**config.mk**
```make
export PLATFORM = sky130hd
export DESIGN_NAME = decode_stage
export DESIGN_NICKNAME = d
export VERILOG_FILES = /design/src/rtl/decode_stage_pkg.sv /design/src/rtl/decode_stage_insn_decode.sv /design/src/rtl/decode_stage.sv
export SDC_FILE = /design/constraint.sdc
export NUM_CORES = 1
export LEC_CHECK = 0
export ABC_AREA = 1
export CAP_MARGIN = 0
export CELL_PAD_IN_SITES_DETAIL_PLACEMENT = 1
export CELL_PAD_IN_SITES_GLOBAL_PLACEMENT = 1
export CORE_UTILIZATION = 38
export CTS_BUF_LIST = sky130_fd_sc_hd__clkbuf_8
export CTS_CLUSTER_DIAMETER = 100
export DETAILED_ROUTE_END_ITERATION = 7
export PLACE_DENSITY = 0.88
export SLEW_MARGIN = 30
export SYNTH_ARGS = -nofsm -noshare
export SYNTH_HDL_FRONTEND = slang
export SYNTH_HIERARCHICAL = 1
export SYNTH_SLANG_ARGS = --single-unit
```
**constraint.sdc**
```tcl
create_clock -name clk -period 4.57 [get_ports clk]
set_input_delay 0.457 -clock clk [delete_from_list [all_inputs] [get_ports clk]]
set_output_delay 0.457 -clock clk [all_outputs]
set_load 0.05 [all_outputs]
```
**src/rtl/decode_stage_pkg.sv**
```systemverilog
`default_nettype none
// ============================================================================
// Module      : decode_stage_pkg
// Description : Shared types for the decode stage. Holds the ALU control
//               encoding, the instruction width, the boolean constants, the
//               opcode/funct constants and the decoded control bundle.
// Revision    : 1.0  initial release
// ============================================================================
package decode_stage_pkg;

  localparam int INSN_W = 32;

  localparam logic TRUE  = 1'b1;
  localparam logic FALSE = 1'b0;

  // ALU operation selector; MUL is only produced when the M extension is built in
  typedef enum logic [2:0] {
    ALU_AND = 3'd0,
    ALU_OR  = 3'd1,
    ALU_ADD = 3'd2,
    ALU_SUB = 3'd3,
    ALU_MUL = 3'd4
  } ctrALU;

  // Major opcodes
  localparam logic [6:0] c_opc_load   = 7'b0000011;
  localparam logic [6:0] c_opc_store  = 7'b0100011;
  localparam logic [6:0] c_opc_op     = 7'b0110011;
  localparam logic [6:0] c_opc_op_imm = 7'b0010011;
  localparam logic [6:0] c_opc_branch = 7'b1100011;

  // funct3 selectors
  localparam logic [2:0] c_f3_word    = 3'b010;
  localparam logic [2:0] c_f3_add_sub = 3'b000;
  localparam logic [2:0] c_f3_and     = 3'b111;
  localparam logic [2:0] c_f3_or      = 3'b110;
  localparam logic [2:0] c_f3_beq     = 3'b000;
  localparam logic [2:0] c_f3_mul     = 3'b000;

  // funct7 selectors
  localparam logic [6:0] c_f7_base = 7'b0000000;
  localparam logic [6:0] c_f7_alt  = 7'b0100000;
  localparam logic [6:0] c_f7_mext = 7'b0000001;

  // Decoded control fields carried through the output buffer
  typedef struct packed {
    logic [4:0] rs1;
    logic [4:0] rs2;
    logic [4:0] rd;
    ctrALU      alu;
    logic       rwe;
    logic       dwe;
    logic       dre;
    logic       br;
    logic       ill;
  } dec_ctrl_t;

endpackage
`default_nettype wire

```
**src/rtl/decode_stage_insn_decode.sv**
```systemverilog
`default_nettype none
// ============================================================================
// Module      : insn_decode
// Description : Pure combinational instruction decoder. Recognises lw, sw,
//               add, sub, and, or, addi, beq (and mul when RV_M_EXT_EN is
//               defined); anything else is flagged illegal with all enables
//               low, ALU AND and zeroed fields.
// Config      : RV_M_EXT_EN - adds mul decode
// Revision    : 1.0  initial release
// ============================================================================
module insn_decode
  import decode_stage_pkg::*;
#(
  parameter int XLEN = 32
) (
  input  logic [INSN_W-1:0] insn_i,
  output dec_ctrl_t         ctrl_o,
  output logic [XLEN-1:0]   imm_o
);

  logic [6:0]      opcode;
  logic [2:0]      funct3;
  logic [6:0]      funct7;
  logic [XLEN-1:0] imm_i_type;
  logic [XLEN-1:0] imm_s_type;
  logic [XLEN-1:0] imm_b_type;

  assign opcode = insn_i[6:0];
  assign funct3 = insn_i[14:12];
  assign funct7 = insn_i[31:25];

  assign imm_i_type = {{(XLEN-12){insn_i[31]}}, insn_i[31:20]};
  assign imm_s_type = {{(XLEN-12){insn_i[31]}}, insn_i[31:25], insn_i[11:7]};
  assign imm_b_type = {{(XLEN-13){insn_i[31]}}, insn_i[31], insn_i[7],
                       insn_i[30:25], insn_i[11:8], 1'b0};

  // Classify the instruction and build its control bundle and immediate
  always_comb begin
    ctrl_o     = '0;
    ctrl_o.alu = ALU_AND;
    ctrl_o.ill = TRUE;
    imm_o      = '0;
    case (opcode)
      c_opc_load: begin
        if (funct3 == c_f3_word) begin
          ctrl_o.ill = FALSE;
          ctrl_o.rwe = TRUE;
          ctrl_o.dre = TRUE;
          ctrl_o.alu = ALU_ADD;
          imm_o      = imm_i_type;
        end
      end
      c_opc_store: begin
        if (funct3 == c_f3_word) begin
          ctrl_o.ill = FALSE;
          ctrl_o.dwe = TRUE;
          ctrl_o.alu = ALU_ADD;
          imm_o      = imm_s_type;
        end
      end
      c_opc_op_imm: begin
        if (funct3 == c_f3_add_sub) begin
          ctrl_o.ill = FALSE;
          ctrl_o.rwe = TRUE;
          ctrl_o.alu = ALU_ADD;
          imm_o      = imm_i_type;
        end
      end
      c_opc_branch: begin
        if (funct3 == c_f3_beq) begin
          ctrl_o.ill = FALSE;
          ctrl_o.br  = TRUE;
          ctrl_o.alu = ALU_SUB;
          imm_o      = imm_b_type;
        end
      end
      c_opc_op: begin
        // R-type carries no immediate, so imm_o stays zero
        case ({funct7, funct3})
          {c_f7_base, c_f3_add_sub}: begin
            ctrl_o.ill = FALSE;
            ctrl_o.rwe = TRUE;
            ctrl_o.alu = ALU_ADD;
          end
          {c_f7_alt, c_f3_add_sub}: begin
            ctrl_o.ill = FALSE;
            ctrl_o.rwe = TRUE;
            ctrl_o.alu = ALU_SUB;
          end
          {c_f7_base, c_f3_and}: begin
            ctrl_o.ill = FALSE;
            ctrl_o.rwe = TRUE;
            ctrl_o.alu = ALU_AND;
          end
          {c_f7_base, c_f3_or}: begin
            ctrl_o.ill = FALSE;
            ctrl_o.rwe = TRUE;
            ctrl_o.alu = ALU_OR;
          end
`ifdef RV_M_EXT_EN
          {c_f7_mext, c_f3_mul}: begin
            ctrl_o.ill = FALSE;
            ctrl_o.rwe = TRUE;
            ctrl_o.alu = ALU_MUL;
          end
`endif
          default: ;
        endcase
      end
      default: ;
    endcase
    // Register indices are only meaningful for recognised instructions
    if (!ctrl_o.ill) begin
      ctrl_o.rs1 = insn_i[19:15];
      ctrl_o.rs2 = insn_i[24:20];
      ctrl_o.rd  = insn_i[11:7];
    end
  end

endmodule
`default_nettype wire

```
**src/rtl/decode_stage.sv**
```systemverilog
`default_nettype none
// ============================================================================
// Module      : decode_stage
// Description : Instruction decode stage with a DEPTH-entry output FIFO.
//               Instructions are decoded on entry, buffered in order and
//               presented at the head with valid/ready handshakes. Counts
//               accepted illegal instructions (saturating) and supports a
//               flush that empties the buffer.
// Config      : RV_M_EXT_EN - decode mul (handled inside insn_decode)
// Revision    : 1.0  initial release
// ============================================================================
module decode_stage
  import decode_stage_pkg::*;
#(
  parameter int XLEN  = 32,
  parameter int DEPTH = 2,
  parameter int CNT_W = 16
) (
  input  logic              clk,
  input  logic              rst_n,
  input  logic              in_valid,
  output logic              in_ready,
  input  logic [INSN_W-1:0] in_insn,
  input  logic [XLEN-1:0]   in_pc,
  input  logic              flush,
  output logic              out_valid,
  input  logic              out_ready,
  output logic [XLEN-1:0]   out_pc,
  output logic [4:0]        out_rs1,
  output logic [4:0]        out_rs2,
  output logic [4:0]        out_rd,
  output logic [XLEN-1:0]   out_imm,
  output ctrALU             out_aluCtr,
  output logic              out_registerWriteEnable,
  output logic              out_dataWriteEnable,
  output logic              out_dataReadEnable,
  output logic              out_branchCtr,
  output logic              out_illegal,
  output logic [CNT_W-1:0]  illegal_count
);

  localparam int PTR_W = $clog2(DEPTH);
  localparam int OCC_W = PTR_W + 1;
  localparam logic [OCC_W-1:0] c_depth = OCC_W'(DEPTH);

  dec_ctrl_t       dec_ctrl;
  logic [XLEN-1:0] dec_imm;

  dec_ctrl_t       ctrl_mem_q [DEPTH];
  logic [XLEN-1:0] pc_mem_q   [DEPTH];
  logic [XLEN-1:0] imm_mem_q  [DEPTH];

  logic [PTR_W-1:0] wr_ptr_q, wr_ptr_d;
  logic [PTR_W-1:0] rd_ptr_q, rd_ptr_d;
  logic [OCC_W-1:0] occ_q, occ_d;
  logic             in_ready_q, in_ready_d;
  logic [CNT_W-1:0] ill_cnt_q, ill_cnt_d;

  logic      push;
  logic      pop;
  dec_ctrl_t head_ctrl;

  insn_decode #(
    .XLEN (XLEN)
  ) u_insn_decode (
    .insn_i (in_insn),
    .ctrl_o (dec_ctrl),
    .imm_o  (dec_imm)
  );

  assign in_ready      = in_ready_q;
  assign out_valid     = (occ_q != '0);
  assign push          = in_valid & in_ready_q;
  assign pop           = out_valid & out_ready;
  assign illegal_count = ill_cnt_q;

  // Next pointer/occupancy/counter state; flush wins over push and pop
  always_comb begin
    wr_ptr_d  = wr_ptr_q;
    rd_ptr_d  = rd_ptr_q;
    occ_d     = occ_q;
    ill_cnt_d = ill_cnt_q;
    if (flush) begin
      wr_ptr_d = '0;
      rd_ptr_d = '0;
      occ_d    = '0;
    end else begin
      if (push) wr_ptr_d = wr_ptr_q + PTR_W'(1);
      if (pop)  rd_ptr_d = rd_ptr_q + PTR_W'(1);
      case ({push, pop})
        2'b10:   occ_d = occ_q + OCC_W'(1);
        2'b01:   occ_d = occ_q - OCC_W'(1);
        default: occ_d = occ_q;
      endcase
      if (push && dec_ctrl.ill && (ill_cnt_q != '1)) begin
        ill_cnt_d = ill_cnt_q + CNT_W'(1);
      end
    end
    // Registered ready looks only at next occupancy, never at out_ready
    in_ready_d = (occ_d < c_depth);
  end

  // Control state with asynchronous clear
  always_ff @(posedge clk or negedge rst_n) begin
    if (!rst_n) begin
      wr_ptr_q   <= '0;
      rd_ptr_q   <= '0;
      occ_q      <= '0;
      in_ready_q <= 1'b0;
      ill_cnt_q  <= '0;
    end else begin
      wr_ptr_q   <= wr_ptr_d;
      rd_ptr_q   <= rd_ptr_d;
      occ_q      <= occ_d;
      in_ready_q <= in_ready_d;
      ill_cnt_q  <= ill_cnt_d;
    end
  end

  // Buffer payload; contents are qualified by occupancy so need no reset
  always_ff @(posedge clk) begin
    if (push && !flush) begin
      ctrl_mem_q[wr_ptr_q] <= dec_ctrl;
      pc_mem_q[wr_ptr_q]   <= in_pc;
      imm_mem_q[wr_ptr_q]  <= dec_imm;
    end
  end

  // Present the head entry, forcing idle values when the buffer is empty
  always_comb begin
    head_ctrl               = ctrl_mem_q[rd_ptr_q];
    out_pc                  = '0;
    out_rs1                 = '0;
    out_rs2                 = '0;
    out_rd                  = '0;
    out_imm                 = '0;
    out_aluCtr              = ALU_AND;
    out_registerWriteEnable = 1'b0;
    out_dataWriteEnable     = 1'b0;
    out_dataReadEnable      = 1'b0;
    out_branchCtr           = 1'b0;
    out_illegal             = 1'b0;
    if (out_valid) begin
      out_pc                  = pc_mem_q[rd_ptr_q];
      out_imm                 = imm_mem_q[rd_ptr_q];
      out_rs1                 = head_ctrl.rs1;
      out_rs2                 = head_ctrl.rs2;
      out_rd                  = head_ctrl.rd;
      out_aluCtr              = head_ctrl.alu;
      out_registerWriteEnable = head_ctrl.rwe;
      out_dataWriteEnable     = head_ctrl.dwe;
      out_dataReadEnable      = head_ctrl.dre;
      out_branchCtr           = head_ctrl.br;
      out_illegal             = head_ctrl.ill;
    end
  end

endmodule
`default_nettype wire

```
==> results of run 1 <==
cells by family after synthesis:
logic type	share of synthesized area (%)
AO/OA/AOI/OAI	6.43
XOR/XNOR	0.719
other	0.0440
buffers and inverters	6.27
flip-flops	67.5
AND/OR/NAND/NOR	18.6
adder cells (fa/ha/maj)	0.440
sequential cells by signal (all words and copies together) (netlist names):
signal / count
in_ready: 1
rd_ptr_q: 1
wr_ptr_q: 1
pc_mem_q: 64
ctrl_mem_q: 46
imm_mem_q: 64
illegal_count: 16
occ_q: 2
through the flow:
step | hold slack (ns) | utilization (%) | power (mW) | area (um^2) | setup slack (ns)
final | 0.524 | 49.4 | 5.30 | 10800 | 1.08
after global routing | 0.526 | 49.4 | 5.53 | 10800 | 0.865
after detailed placement | 0.466 | 47.5 | 4.25 | 10400 | 1.50
after global placement | 0.522 | 47.5 | 4.21 | 10400 | 1.57
after floorplan | 0.161 | - | 3.51 | 8530 | 0.898
after CTS | 0.509 | 49.4 | 5.37 | 10800 | 0.982
final timing paths:
kind / start / endpoint
setup / recovery: rd_ptr_q$_DFFE_PN0P_ / out_rs2[1]
hold / removal: rst_n / rd_ptr_q$_DFFE_PN0P_
setup reg to reg: occ_q[0]$_DFFE_PN0P_ / in_ready$_DFF_PN0_
hold reg to reg: wr_ptr_q$_DFFE_PN0P_ / wr_ptr_q$_DFFE_PN0P_
max in group asynchronous: rst_n / rd_ptr_q$_DFFE_PN0P_
min in group clk: wr_ptr_q$_DFFE_PN0P_ / wr_ptr_q$_DFFE_PN0P_
per-layer routing:
layer	GRT usage, %	vias up	wire length, um
met1	23.7	2979	9360
met4	6.09	0	372
met2	33.2	148	10800
li1	-	2916	-
met3	3.32	21	925
met5	0	-	0
what timing repair did:
| item | CTS | global route |
|---|---|---|
| hold buffers | 1 | 0 |
| hold endpoints to repair | 21 | 0 |
| gates resized for setup | 0 | 0 |
power groups by stage:
stage,Combinational (mW),Clock (mW),Sequential (mW)
6_report,2.03,1.11,2.16
2_1_floorplan,1.28,0,2.23
3_5_place_dp,2.05,0,2.21
4_1_cts,2.06,1.15,2.17
5_1_grt,2.15,1.20,2.18
3_3_place_gp,2.01,0,2.20
synthesized netlist by cell type, types with 7 or more instances:
| master | instances | area [um^2] |
|---|---|---|
| nor2_2 | 7 | 43.8 |
| nand4_1 | 11 | 68.8 |
| xnor2_1 | 7 | 61.3 |
| inv_1 | 51 | 191 |
| clkbuf_1 | 19 | 71.3 |
| nor2_1 | 40 | 150 |
| nor2_4 | 12 | 135 |
| dfrtp_1 | 21 | 526 |
| a21oi_1 | 91 | 455 |
| nand3_1 | 18 | 90.1 |
| o21ai_0 | 8 | 40.0 |
| edfxtp_1 | 174 | 5230 |
| buf_4 | 22 | 165 |
| nand2_1 | 268 | 1010 |
final cells by class:
class	count	area (um^2)	share of cell area, %
clock inverters	15	173	1.60
multi-input cells	484	2260	20.9
repair buffers	181	1830	16.9
inverters	59	221	2.05
clock buffers	17	234	2.16
well taps	280	350	3.24
flip-flops and latches	195	5750	53.2
==> results.json, run 1 <==
{
  "status": "finished clean",
  "place_inst": 1198,
  "fmax_mhz": 287,
  "synthesis.nets": 860,
  "fin_tns_setup_ns": 0,
  "period_needed_ns": 3.49,
  "final_cell_mix": "nand2_1 (268), edfxtp_1 (174), clkdlybuf4s50_1 (172)",
  "fillers": 2382,
  "critPathArrivalTime_ns": 3.03,
  "n_antenna_cell": 0,
  "area_growth_syn_to_layout_pct": 27.0,
  "grt-ovfl-total": 0,
  "synth.distinct_cells": 31,
  "path_max_fanout": 56,
  "switching_share_pct": 41.1,
  "num_vias": 6064,
  "power_density_nw_per_um2": 490,
  "root_buffer": "clkbuf_8",
  "antenna_found_initial": 1,
  "grt_pass1_vias": 6238,
  "drc": 0,
  "io_buffers": 173,
  "finalHoldViolCount": 0,
  "syn_area_um2": 8520,
  "slowest_stage": "clkdlybuf4s50_1",
  "dp_hpwl_um": 14500,
  "dieWidth_um": 152,
  "ir_drop_mv": 0.208,
  "critPathMaxStageDelay_ns": 0.86,
  "mostFrequentLayoutCell": "nand2_1",
  "wl_per_cell_um": 17.4,
  "clk_pin_slew_worst_paths_ns": 0.10,
  "synth_flop_cell": "edfxtp_1",
  "yosys_warnings": 6,
  "cp-start-kind": "register",
  "p_switching_mw": 2.18,
  "p_int_mw": 3.12,
  "rsz0062_at_grt": "false",
  "seq_area_frac_synth_pct": 67.5,
  "cts_setup_buffers": 0,
  "max_slew_margin_pct": 44.7,
  "ant_nets": 0,
  "cts_tree": "done",
  "rr_worst_depth": 10,
  "reg2reg_slack_ns": 2.33,
  "syn_inst": 788,
  "ys_ff_latch": 195,
  "routabilityCongestion": 0.837,
  "rows": 54,
  "firstDrtPassIters": 4,
  "grt_max_degree": 88,
  "avgSynthCellArea_um2": 10.8,
  "synth-edff-count": 174,
  "nets": 1010,
  "grt_pass1_wl_um": 32800,
  "fin_crit_sh_pct": 76.3,
  "crit_cells": 5,
  "p_comb_share_pct": 38.3,
  "htreeDepth": 4,
  "totalWireLength_um": 21500,
  "start_util_pct": 38.9,
  "insertion_delay_ns": 0.45,
  "setup_viol": 0,
  "crit_family": "buffers and inverters",
  "via_per_inst": 4.93,
  "cts_sinks": 195,
  "seqPwrFrac_pct": 40.8,
  "io_pins": 174,
  "drt_first_iter_violations": 253,
  "slew_violations": 0,
  "skew_ns": 0.0128,
  "path_cells": "inv_2 -> buf_4 -> nand2_1 -> a21oi_1 -> clkdlybuf4s50_1",
  "leakagePower_nw": 4.04,
  "cap_viol_max_count": 0,
  "tightestPinTransition_ns": 0.828,
  "critical_path_class": "reg -> out",
  "clk_path_buf_depth": 2,
  "finalNonFillerCells": 1231,
  "hold_path.class": "in -> async",
  "cts_buffers": 17,
  "critPathBufInv": 3,
  "endpoint_kind": "primary output",
  "clockPowerShare_pct": 20.9,
  "dieArea_um2": 23000,
  "grt_use_total_pct": 19.0,
  "drive_above_1_share_pct": 8.73,
  "cp.required_ns": 4.11,
  "die_h_um": 152,
  "async_reset_ff_share_pct": 10.8,
  "core_um2": 21900
}
Power figures use the tool's default switching activity.
==> run 2: changes to the inputs <==
Clock period 4.57 ns to 2.8 ns, I/O delays scaled along.
==> results.json, run 2 (synthesis results as in run 1) <==
{
  "status": "finished clean",
  "path_cells": "inv_2 -> buf_12 -> nand2_1 -> a21oi_1 -> buf_12",
  "core_um2": 21900,
  "rsz0062_at_grt": "false",
  "endpoint_kind": "primary output",
  "dieWidth_um": 152,
  "slowest_stage": "dfrtp_4",
  "wl_per_cell_um": 18.7,
  "num_vias": 6275,
  "finalNonFillerCells": 1239,
  "grt_pass1_vias": 6662,
  "grt-ovfl-total": 0,
  "cp-start-kind": "register",
  "crit_top_cell": "buf_12",
  "totalWireLength_um": 23200,
  "ir_drop_mv": 0.389,
  "critical_path_class": "reg -> out",
  "reg2reg_slack_ns": 0.96,
  "fin_crit_sh_pct": 95.3,
  "grt_use_total_pct": 20.9,
  "skew_ns": 0.0141,
  "power_density_nw_per_um2": 828,
  "htreeDepth": 4,
  "place_inst": 1207,
  "drc": 0,
  "cts_tree": "done",
  "cap_viol_max_count": 0,
  "tightestPinTransition_ns": 0.568,
  "via_per_inst": 5.06,
  "start_util_pct": 38.9,
  "drive_above_1_share_pct": 18.5,
  "mostFrequentLayoutCell": "nand2_1",
  "setup_slack_ns": 0.132,
  "antenna_found_initial": 0,
  "multi_input_area_um2": 2260,
  "max_slew_margin_pct": 62.2,
  "routabilityCongestion": 0.853,
  "postCtsResizedCells": 0,
  "leakagePower_nw": 4.54,
  "root_buffer": "clkbuf_8",
  "cts_setup_buffers": 0,
  "slew_violations": 0,
  "clk_pin_slew_worst_paths_ns": 0.10,
  "dp_hpwl_um": 16400,
  "reg.largest.list": "imm_mem_q: 64 flops, pc_mem_q: 64 flops, ctrl_mem_q: 46 flops",
  "fillers": 2287,
  "final_cell_mix": "nand2_1 (268), edfxtp_1 (174), buf_12 (92)",
  "dieArea_um2": 23000,
  "firstDrtPassIters": 4,
  "nets": 1018,
  "io_buffers": 173,
  "fin_tns_setup_ns": 0,
  "n_antenna_cell": 0,
  "finalHoldViolCount": 0,
  "hold_path.class": "in -> async",
  "cts_buffers": 17,
  "insertion_delay_ns": 0.47,
  "path_max_fanout": 71,
  "grt_pass1_wl_um": 35900,
  "setup_viol": 0,
  "drt_first_iter_violations": 358,
  "die_h_um": 152,
  "cts_hold_buf": 0,
  "fmax_mhz": 375,
  "grt_max_degree": 72,
  "cp.required_ns": 2.52,
  "critPathMaxStageDelay_ns": 0.73,
  "dpl_worst_slack_ns": 0.411,
  "seq_area_um2": 5750,
  "io_pins": 174,
  "clk_path_buf_depth": 2,
  "period_needed_ns": 2.67,
  "cts_sinks": 195,
  "ant_nets": 0,
  "critPathArrivalTime_ns": 2.39,
  "area_growth_syn_to_layout_pct": 38.4,
  "rows": 54
}
[run 2: final timing paths]
path / to / depth (start not counted) / start
setup / recovery: out_imm[11] / 5 / rd_ptr_q$_DFFE_PN0P_
hold / removal: in_ready$_DFF_PN0_ / 2 / rst_n
setup reg to reg: occ_q[1]$_DFF_PN0_ / 10 / occ_q[0]$_DFFE_PN0P_
hold reg to reg: illegal_count[15]$_DFFE_PN0P_ / 2 / illegal_count[15]$_DFFE_PN0P_
max in group asynchronous: rd_ptr_q$_DFFE_PN0P_ / 2 / rst_n
min in group clk: pc_mem_q[0][0]$_DFFE_PP_ / 1 / in_pc[0]
[run 2: area by class of cell]
cell class	instances	share of cell area [%]
sequential	195	48.8
timing repair buffer	189	23.6
multi-input combinational	484	19.2
tap	280	2.97
clock buffer	17	1.98
inverter	59	1.88
clock inverter	15	1.64
[run 2: per-stage QoR]
step / instance area (um^2) / hold slack, ns / power, mW / util (%)
floorplan: 8540 / -0.0156 / 5.72 / -
global placement: 11400 / 0.508 / 7.82 / 51.9
detailed placement: 11400 / 0.530 / 7.91 / 51.9
CTS: 11800 / 0.137 / 9.87 / 53.9
global route: 11800 / 0.171 / 10.1 / 53.9
finish: 11800 / 0.154 / 9.77 / 53.9
[run 2: power by group]
part | internal, mW | switching [mW]
combinational | 1.69 | 2.58
clock | 0.910 | 1.06
sequential | 3.37 | 0.156
total | 5.97 | 3.80
[run 2: layer usage]
layer,part of all wire [%],global-route usage [%],vias up
met5,0,0,-
met4,1.8,5.69,0
met3,4.7,3.95,27
met2,53,38.1,183
met1,41,24.9,3139
li1,-,-,2926
[run 2: critical path, delay by kind of cell, from the launching register on]
family | cells | cell delay (ns)
AO/OA/AOI/OAI | 1 | 0.38
buffers and inverters | 3 | 0.69
flip-flops | 1 | 0.73
AND/OR/NAND/NOR | 1 | 0.12
